<file path="src/rtl/ptxuart_if.sv">
// Producer-side handshake of the UART transmitter: write/break requests in,
// busy back-pressure out.
interface ptxuart_if;
  logic       i_wr;
  logic [7:0] i_data;
  logic       i_break;
  logic       o_busy;

  modport master (
    output i_wr,
    output i_data,
    output i_break,
    input  o_busy
  );

  modport slave (
    input  i_wr,
    input  i_data,
    input  i_break,
    output o_busy
  );
endinterface

</file>
<file path="src/rtl/ptxuart.sv">
// Parametrised UART transmitter: start, NDATA data bits LSB first, optional
// parity, NSTOP stop bits, plus a line-break generator with one-bit recovery.
module ptxuart #(
  parameter logic [23:0] CLOCKS_PER_BAUD = 24'd868,
  parameter int          NDATA           = 8,
  parameter logic [1:0]  PARITY          = 2'b00,
  parameter int          NSTOP           = 1
) (
  input  logic          i_clk,
  input  logic          i_reset_n,
  ptxuart_if.slave      bus,
  output logic          o_uart_tx,
  output logic [7:0]    o_dbg_data,
  output logic [31:0]   o_dbg_count
);

  typedef enum logic [2:0] {
    S_IDLE, S_START, S_DATA, S_PARITY, S_STOP, S_BREAK, S_BRKREC
  } state_t;

  localparam logic [23:0] CPB_M1    = CLOCKS_PER_BAUD - 24'd1;
  localparam logic [2:0]  LAST_DATA = 3'(NDATA - 1);
  localparam logic [2:0]  LAST_STOP = 3'(NSTOP - 1);

  logic [1:0]  rst_sync_reg;
  logic        rst_n_int;

  state_t      state_reg, state_next;
  logic [23:0] cnt_reg, cnt_next;
  logic [2:0]  idx_reg, idx_next;
  logic [7:0]  shift_reg, shift_next;
  logic        par_reg, par_next;
  logic        tx_reg, tx_next;
  logic        busy_reg, busy_next;
  logic [7:0]  dbg_data_reg, dbg_data_next;
  logic [31:0] dbg_count_reg, dbg_count_next;

  logic [7:0]  data_masked;
  logic        data_par;
  logic        strobe;

  // Assertion reaches the FSM immediately; deassertion is retimed to i_clk.
  always_ff @(posedge i_clk or negedge i_reset_n) begin
    if (!i_reset_n) rst_sync_reg <= 2'b00;
    else            rst_sync_reg <= {rst_sync_reg[0], 1'b1};
  end
  assign rst_n_int = rst_sync_reg[1];

  genvar gi;
  generate
    for (gi = 0; gi < 8; gi++) begin : g_mask
      if (gi < NDATA) begin : g_keep
        assign data_masked[gi] = bus.i_data[gi];
      end else begin : g_zero
        assign data_masked[gi] = 1'b0;
      end
    end
  endgenerate

  assign data_par = (PARITY == 2'b01) ? ~(^data_masked) : ^data_masked;
  assign strobe   = (cnt_reg == 24'd0);

  always_ff @(posedge i_clk or negedge rst_n_int) begin
    if (!rst_n_int) begin
      state_reg     <= S_IDLE;
      cnt_reg       <= 24'd0;
      idx_reg       <= 3'd0;
      shift_reg     <= 8'd0;
      par_reg       <= 1'b0;
      tx_reg        <= 1'b1;
      busy_reg      <= 1'b0;
      dbg_data_reg  <= 8'd0;
      dbg_count_reg <= 32'd0;
    end else begin
      state_reg     <= state_next;
      cnt_reg       <= cnt_next;
      idx_reg       <= idx_next;
      shift_reg     <= shift_next;
      par_reg       <= par_next;
      tx_reg        <= tx_next;
      busy_reg      <= busy_next;
      dbg_data_reg  <= dbg_data_next;
      dbg_count_reg <= dbg_count_next;
    end
  end

  always_comb begin
    state_next     = state_reg;
    cnt_next       = strobe ? cnt_reg : cnt_reg - 24'd1;
    idx_next       = idx_reg;
    shift_next     = shift_reg;
    par_next       = par_reg;
    dbg_data_next  = dbg_data_reg;
    dbg_count_next = (busy_reg && (dbg_count_reg != '1)) ? dbg_count_reg + 32'd1
                                                         : dbg_count_reg;

    case (state_reg)
      S_START: if (strobe) begin
        state_next = S_DATA;
        idx_next   = 3'd0;
        cnt_next   = CPB_M1;
      end
      S_DATA: if (strobe) begin
        cnt_next   = CPB_M1;
        shift_next = {1'b0, shift_reg[7:1]};
        if (idx_reg == LAST_DATA) begin
          state_next = (PARITY != 2'b00) ? S_PARITY : S_STOP;
          idx_next   = 3'd0;
        end else begin
          idx_next = idx_reg + 3'd1;
        end
      end
      S_PARITY: if (strobe) begin
        state_next = S_STOP;
        idx_next   = 3'd0;
        cnt_next   = CPB_M1;
      end
      S_STOP: if (strobe) begin
        if (idx_reg == LAST_STOP) begin
          state_next = S_IDLE;
        end else begin
          idx_next = idx_reg + 3'd1;
          cnt_next = CPB_M1;
        end
      end
      S_BREAK: if (!bus.i_break) begin
        state_next = S_BRKREC;
        cnt_next   = CPB_M1;
      end
      S_BRKREC: if (strobe) state_next = S_IDLE;
      default: ;
    endcase

    // Not busy means idle or the final stop cycle, so a new frame or a break
    // can start on this edge with no gap; break wins over a pending write.
    if (!busy_reg) begin
      if (bus.i_break) begin
        state_next = S_BREAK;
        cnt_next   = 24'd0;
      end else if (bus.i_wr) begin
        state_next     = S_START;
        cnt_next       = CPB_M1;
        idx_next       = 3'd0;
        shift_next     = data_masked;
        par_next       = data_par;
        dbg_data_next  = bus.i_data;
        dbg_count_next = 32'd0;
      end
    end

    case (state_next)
      S_START:  tx_next = 1'b0;
      S_DATA:   tx_next = shift_next[0];
      S_PARITY: tx_next = par_next;
      S_BREAK:  tx_next = 1'b0;
      default:  tx_next = 1'b1;
    endcase

    case (state_next)
      S_IDLE:  busy_next = 1'b0;
      S_STOP:  busy_next = !((idx_next == LAST_STOP) && (cnt_next == 24'd0));
      default: busy_next = 1'b1;
    endcase
  end

  assign o_uart_tx   = tx_reg;
  assign bus.o_busy  = busy_reg;
  assign o_dbg_data  = dbg_data_reg;
  assign o_dbg_count = dbg_count_reg;

endmodule

</file>
<file path="src/flat_wrapper.sv">
// flat-port wrapper written by rule: the top's interface ports become plain ports
module ptxuart_flat 
#(
  parameter logic [23:0] CLOCKS_PER_BAUD = 24'd868,
  parameter int          NDATA           = 8,
  parameter logic [1:0]  PARITY          = 2'b00,
  parameter int          NSTOP           = 1
)
  (i_clk, i_reset_n, o_uart_tx, o_dbg_data, o_dbg_count, bus_i_wr, bus_i_data, bus_i_break, bus_o_busy);
  ptxuart_if bus_i ();
  input  logic i_clk;
  input  logic i_reset_n;
  output logic o_uart_tx;
  output logic [7:0] o_dbg_data;
  output logic [31:0] o_dbg_count;
  input wire logic [$bits(bus_i.i_wr)-1:0] bus_i_wr;
  input wire logic [$bits(bus_i.i_data)-1:0] bus_i_data;
  input wire logic [$bits(bus_i.i_break)-1:0] bus_i_break;
  output wire logic [$bits(bus_i.o_busy)-1:0] bus_o_busy;
  assign bus_i.i_wr = bus_i_wr;
  assign bus_i.i_data = bus_i_data;
  assign bus_i.i_break = bus_i_break;
  assign bus_o_busy = bus_i.o_busy;
  ptxuart #(.CLOCKS_PER_BAUD(CLOCKS_PER_BAUD), .NDATA(NDATA), .PARITY(PARITY), .NSTOP(NSTOP)) u_core (.i_clk(i_clk), .i_reset_n(i_reset_n), .bus(bus_i), .o_uart_tx(o_uart_tx), .o_dbg_data(o_dbg_data), .o_dbg_count(o_dbg_count));
endmodule
</file>
<file path="config.mk">
export PLATFORM = sky130hd
export DESIGN_NAME = ptxuart_flat
export DESIGN_NICKNAME = d
export VERILOG_FILES = /design/src/rtl/ptxuart_if.sv /design/src/rtl/ptxuart.sv /design/src/flat_wrapper.sv
export SDC_FILE = /design/constraint.sdc
export NUM_CORES = 1
export LEC_CHECK = 0
export CAP_MARGIN = 20
export CORE_MARGIN = 1.5
export CORE_UTILIZATION = 61
export CTS_CLUSTER_SIZE = 10
export DETAILED_ROUTE_END_ITERATION = 12
export PLACE_DENSITY = 0.86
export RECOVER_POWER = 100
export REMOVE_ABC_BUFFERS = 1
export SKIP_CTS_REPAIR_TIMING = 1
export SKIP_LAST_GASP = 1
export SLEW_MARGIN = 15
export SYNTH_ARGS = -nofsm -noshare
export SYNTH_HDL_FRONTEND = slang
export SYNTH_SLANG_ARGS = --single-unit
</file>
<file path="constraint.sdc">
create_clock -name i_clk -period 4.9 [get_ports i_clk]
set_input_delay 1.225 -clock i_clk [delete_from_list [all_inputs] [get_ports i_clk]]
set_output_delay 1.225 -clock i_clk [all_outputs]
set_load 0.01 [all_outputs]
</file>
==> qor.yml <==
numCtsBuffers: 9
max_cap_violations: 1
fin_crit_ps: 4280
setup_viol: 0
slew_headroom: -0.825
cts_max_level: 3
path_max_fanout: 18
r2r-start: "u_core.cnt_reg[8]"
cts_sinks: 83
end_kind: "flip-flop"
firstDrtPassIters: 7
synth-seq-area-share: 0.446
clock_skew_ps: 9.93
core-area_sq_um: 7330
critPathKind: "in -> reg"
synth_edf_count: 0
endpoint: "u_core.bus.o_busy"
via_count: 4043
violations: "max-capacitance violations, max-slew violations"
tightest_slew_ps: 2740
final_layout_size_suffix_gt1_frac: 0.0661
synth_cells: 491
min_path_type: "reg -> async"
r2r_slack_ps: 820
layout.cells.non_filler: 644
critPathArrivalTime_ps: 4500
finalPower_mw: 3.56
insertion_delay_ps: 360
routabilityCongestion: 0.902
synthDistinctLibCells: 71
antenna_found_initial: 0
ys_ff_latch: 83
initial_utilization: 0.636
fmax_mhz: 234
detail_route.wl_per_cell_um: 17.6
power_density_nw_per_um2: 650
pin_count: 54
fin_setup_tns_ps: 0
netlist_area_sq_um: 4660
leakage_nw: 2.37
cts_tree: "yes"
largest_reg_flops: 32
clock-root-buffer: "clkbuf_8"
yosys_warnings: 0
track_usage: 0.290
n_antenna_cell: 0
die_x_um: 90.4
hold_viol_final: 0
drt-total-wl_mm: 11.3
setup.worst_path.start: "bus_i_break"
multi_input_area_sq_um: 2430
drc: 0
dp_hpwl_mm: 7.56
die_h_um: 90.4
synth_flop_cell: "dfrtp_1"
clk_pin_slew_worst_paths_ps: 90
num_rows: 31
num-nets-final: 559
dp_cells: 627
avgSynthCellArea_sq_um: 9.49
viasPerCell: 6.28
rr_worst_depth: 12
cts_buffer_depth: 2
finalCritPeriodShare: 0.873
die-area_sq_um: 8170
status: "complete, but fails checks"
ant_nets: 0
grt_pass1_vias: 3885
post_dp_cell_area_sq_um: 5240
nFillCells: 499
grt_max_degree: 82
irDropWorstVdd_mv: 0.327
grt_pass1_wl_mm: 19.0
rsz0062_at_grt: "no"
drt_iter0_markers: 419
seqCellArea_sq_um: 2080
async_reset_ff_frac: 1.00
portBuffers: 53
fin_area_sq_um: 5470
maxSlewViolCount: 63
cp_data_required_time_ps: 5120
r2r_end: "u_core.bus.o_busy"
startpoint_type: "input port"
grt_overflow: 0
syn_to_final_growth_pct: 17.4
utilization: 0.747
[worst max-delay path, cell delays in order]
cell and delay (ps):
dlygate4sd3_1 700, or3b_1 630, o21ai_0 470, nor3_1 260, a31o_2 140, nor3_1 50, or4_1 560, o41ai_1 340
nand3b_1 120
[through the flow]
stage / hold slack (ps) / setup slack (ps)
after global placement: 335 / 830
after floorplan: 331 / -501
after global routing: 365 / 411
after detailed placement: 337 / 694
after CTS: 358 / 992
final: 354 / 622
[Yosys cell counts, drive strengths merged, types with 5 or more instances]
library cell  number  area (sq um)
buf                8          65.1
o21ai             24           120
o41ai              7          68.8
nand4             14          93.8
nor4b              5          58.8
or4                5          37.5
xnor2             24           210
nor3              22           131
and4               5          46.3
inv               12          45.0
nand2b            10          62.6
nand3             17          85.1
nor4              11           126
a31oi              9          56.3
nand2             53           201
ha                 7          87.6
xor2              19           166
or3                7          43.8
mux2i              9          90.1
a21oi              9          45.0
dfrtp             82          2050
clkbuf            10          37.5
nor2              63           239
[metal layers]
| metal | track usage | part of all wire |
|---|---|---|
| met1 | 0.399 | 0.43 |
| met2 | 0.467 | 0.49 |
| met3 | 0.0488 | 0.066 |
| met4 | 0.0952 | 0.014 |
| met5 | 0 | 0 |
[worst min path at each step]
stage / from / end / cells after the start
CTS: u_core.rst_sync_reg[0] / u_core.rst_sync_reg[1] / 0
global placement: u_core.rst_sync_reg[0] / u_core.rst_sync_reg[1] / 0
detailed placement: u_core.rst_sync_reg[0] / u_core.rst_sync_reg[1] / 0
global route: u_core.rst_sync_reg[0] / u_core.rst_sync_reg[1] / 0
floorplan: u_core.rst_sync_reg[0] / u_core.rst_sync_reg[1] / 0
finish: u_core.rst_sync_reg[1] / u_core.cnt_reg[20] / 0
[final cells by class]
| class | count | area share |
|---|---|---|
| multi-input cells | 378 | 0.444 |
| flip-flops and latches | 83 | 0.380 |
| repair buffers | 56 | 0.100 |
| clock buffers | 11 | 0.0258 |
| well taps | 99 | 0.0226 |
| clock inverters | 5 | 0.0199 |
| inverters | 12 | 0.00823 |
[placed cells by master, fill, tap and decap left out, drive strengths merged, types with 3 or more instances in the layout]
cell / instances
or4: 5
nor2: 63
nand2: 53
clkbuf: 13
bufinv: 3
clkdlybuf4s50: 9
ha: 7
o41ai: 7
nand4: 14
o311ai: 3
nor4b: 5
mux2i: 9
xor2: 19
o21ai: 24
o31ai: 3
dfrtp: 82
and2: 4
o31a: 3
dlygate4sd3: 44
o22ai: 3
or3: 7
nor4: 11
nand2b: 10
xnor2: 24
and4: 5
nand3: 17
nor2b: 3
or2: 4
and3: 4
a21oi: 9
nor3: 22
a311oi: 3
o211ai: 3
a31oi: 9
nand3b: 3
inv: 13
[kinds of logic (layout without fill, tap and decap cells)]
group / Yosys count / count (layout) / synth area share
buffers and inverters: 30 / 84 / 0.0317
other: 1 / 1 / 0.000805
muxes: 10 / 10 / 0.0226
adders and majority gates: 7 / 7 / 0.0188
DFF: 83 / 83 / 0.446
and+or+nand+nor: 235 / 235 / 0.277
AOI/OAI and AO/OA: 82 / 82 / 0.123
xor gates and xnor gates: 43 / 43 / 0.0808
[power by group]
part           switching (mW)  internal (mW)  total, mW  leakage [nW]
registers               0.407          0.985       1.39          1.06
logic                   0.847          0.700       1.55          1.19
clock network           0.263          0.357      0.619         0.122
total                    1.52           2.04       3.56          2.37
Power figures use the tool's default switching activity.
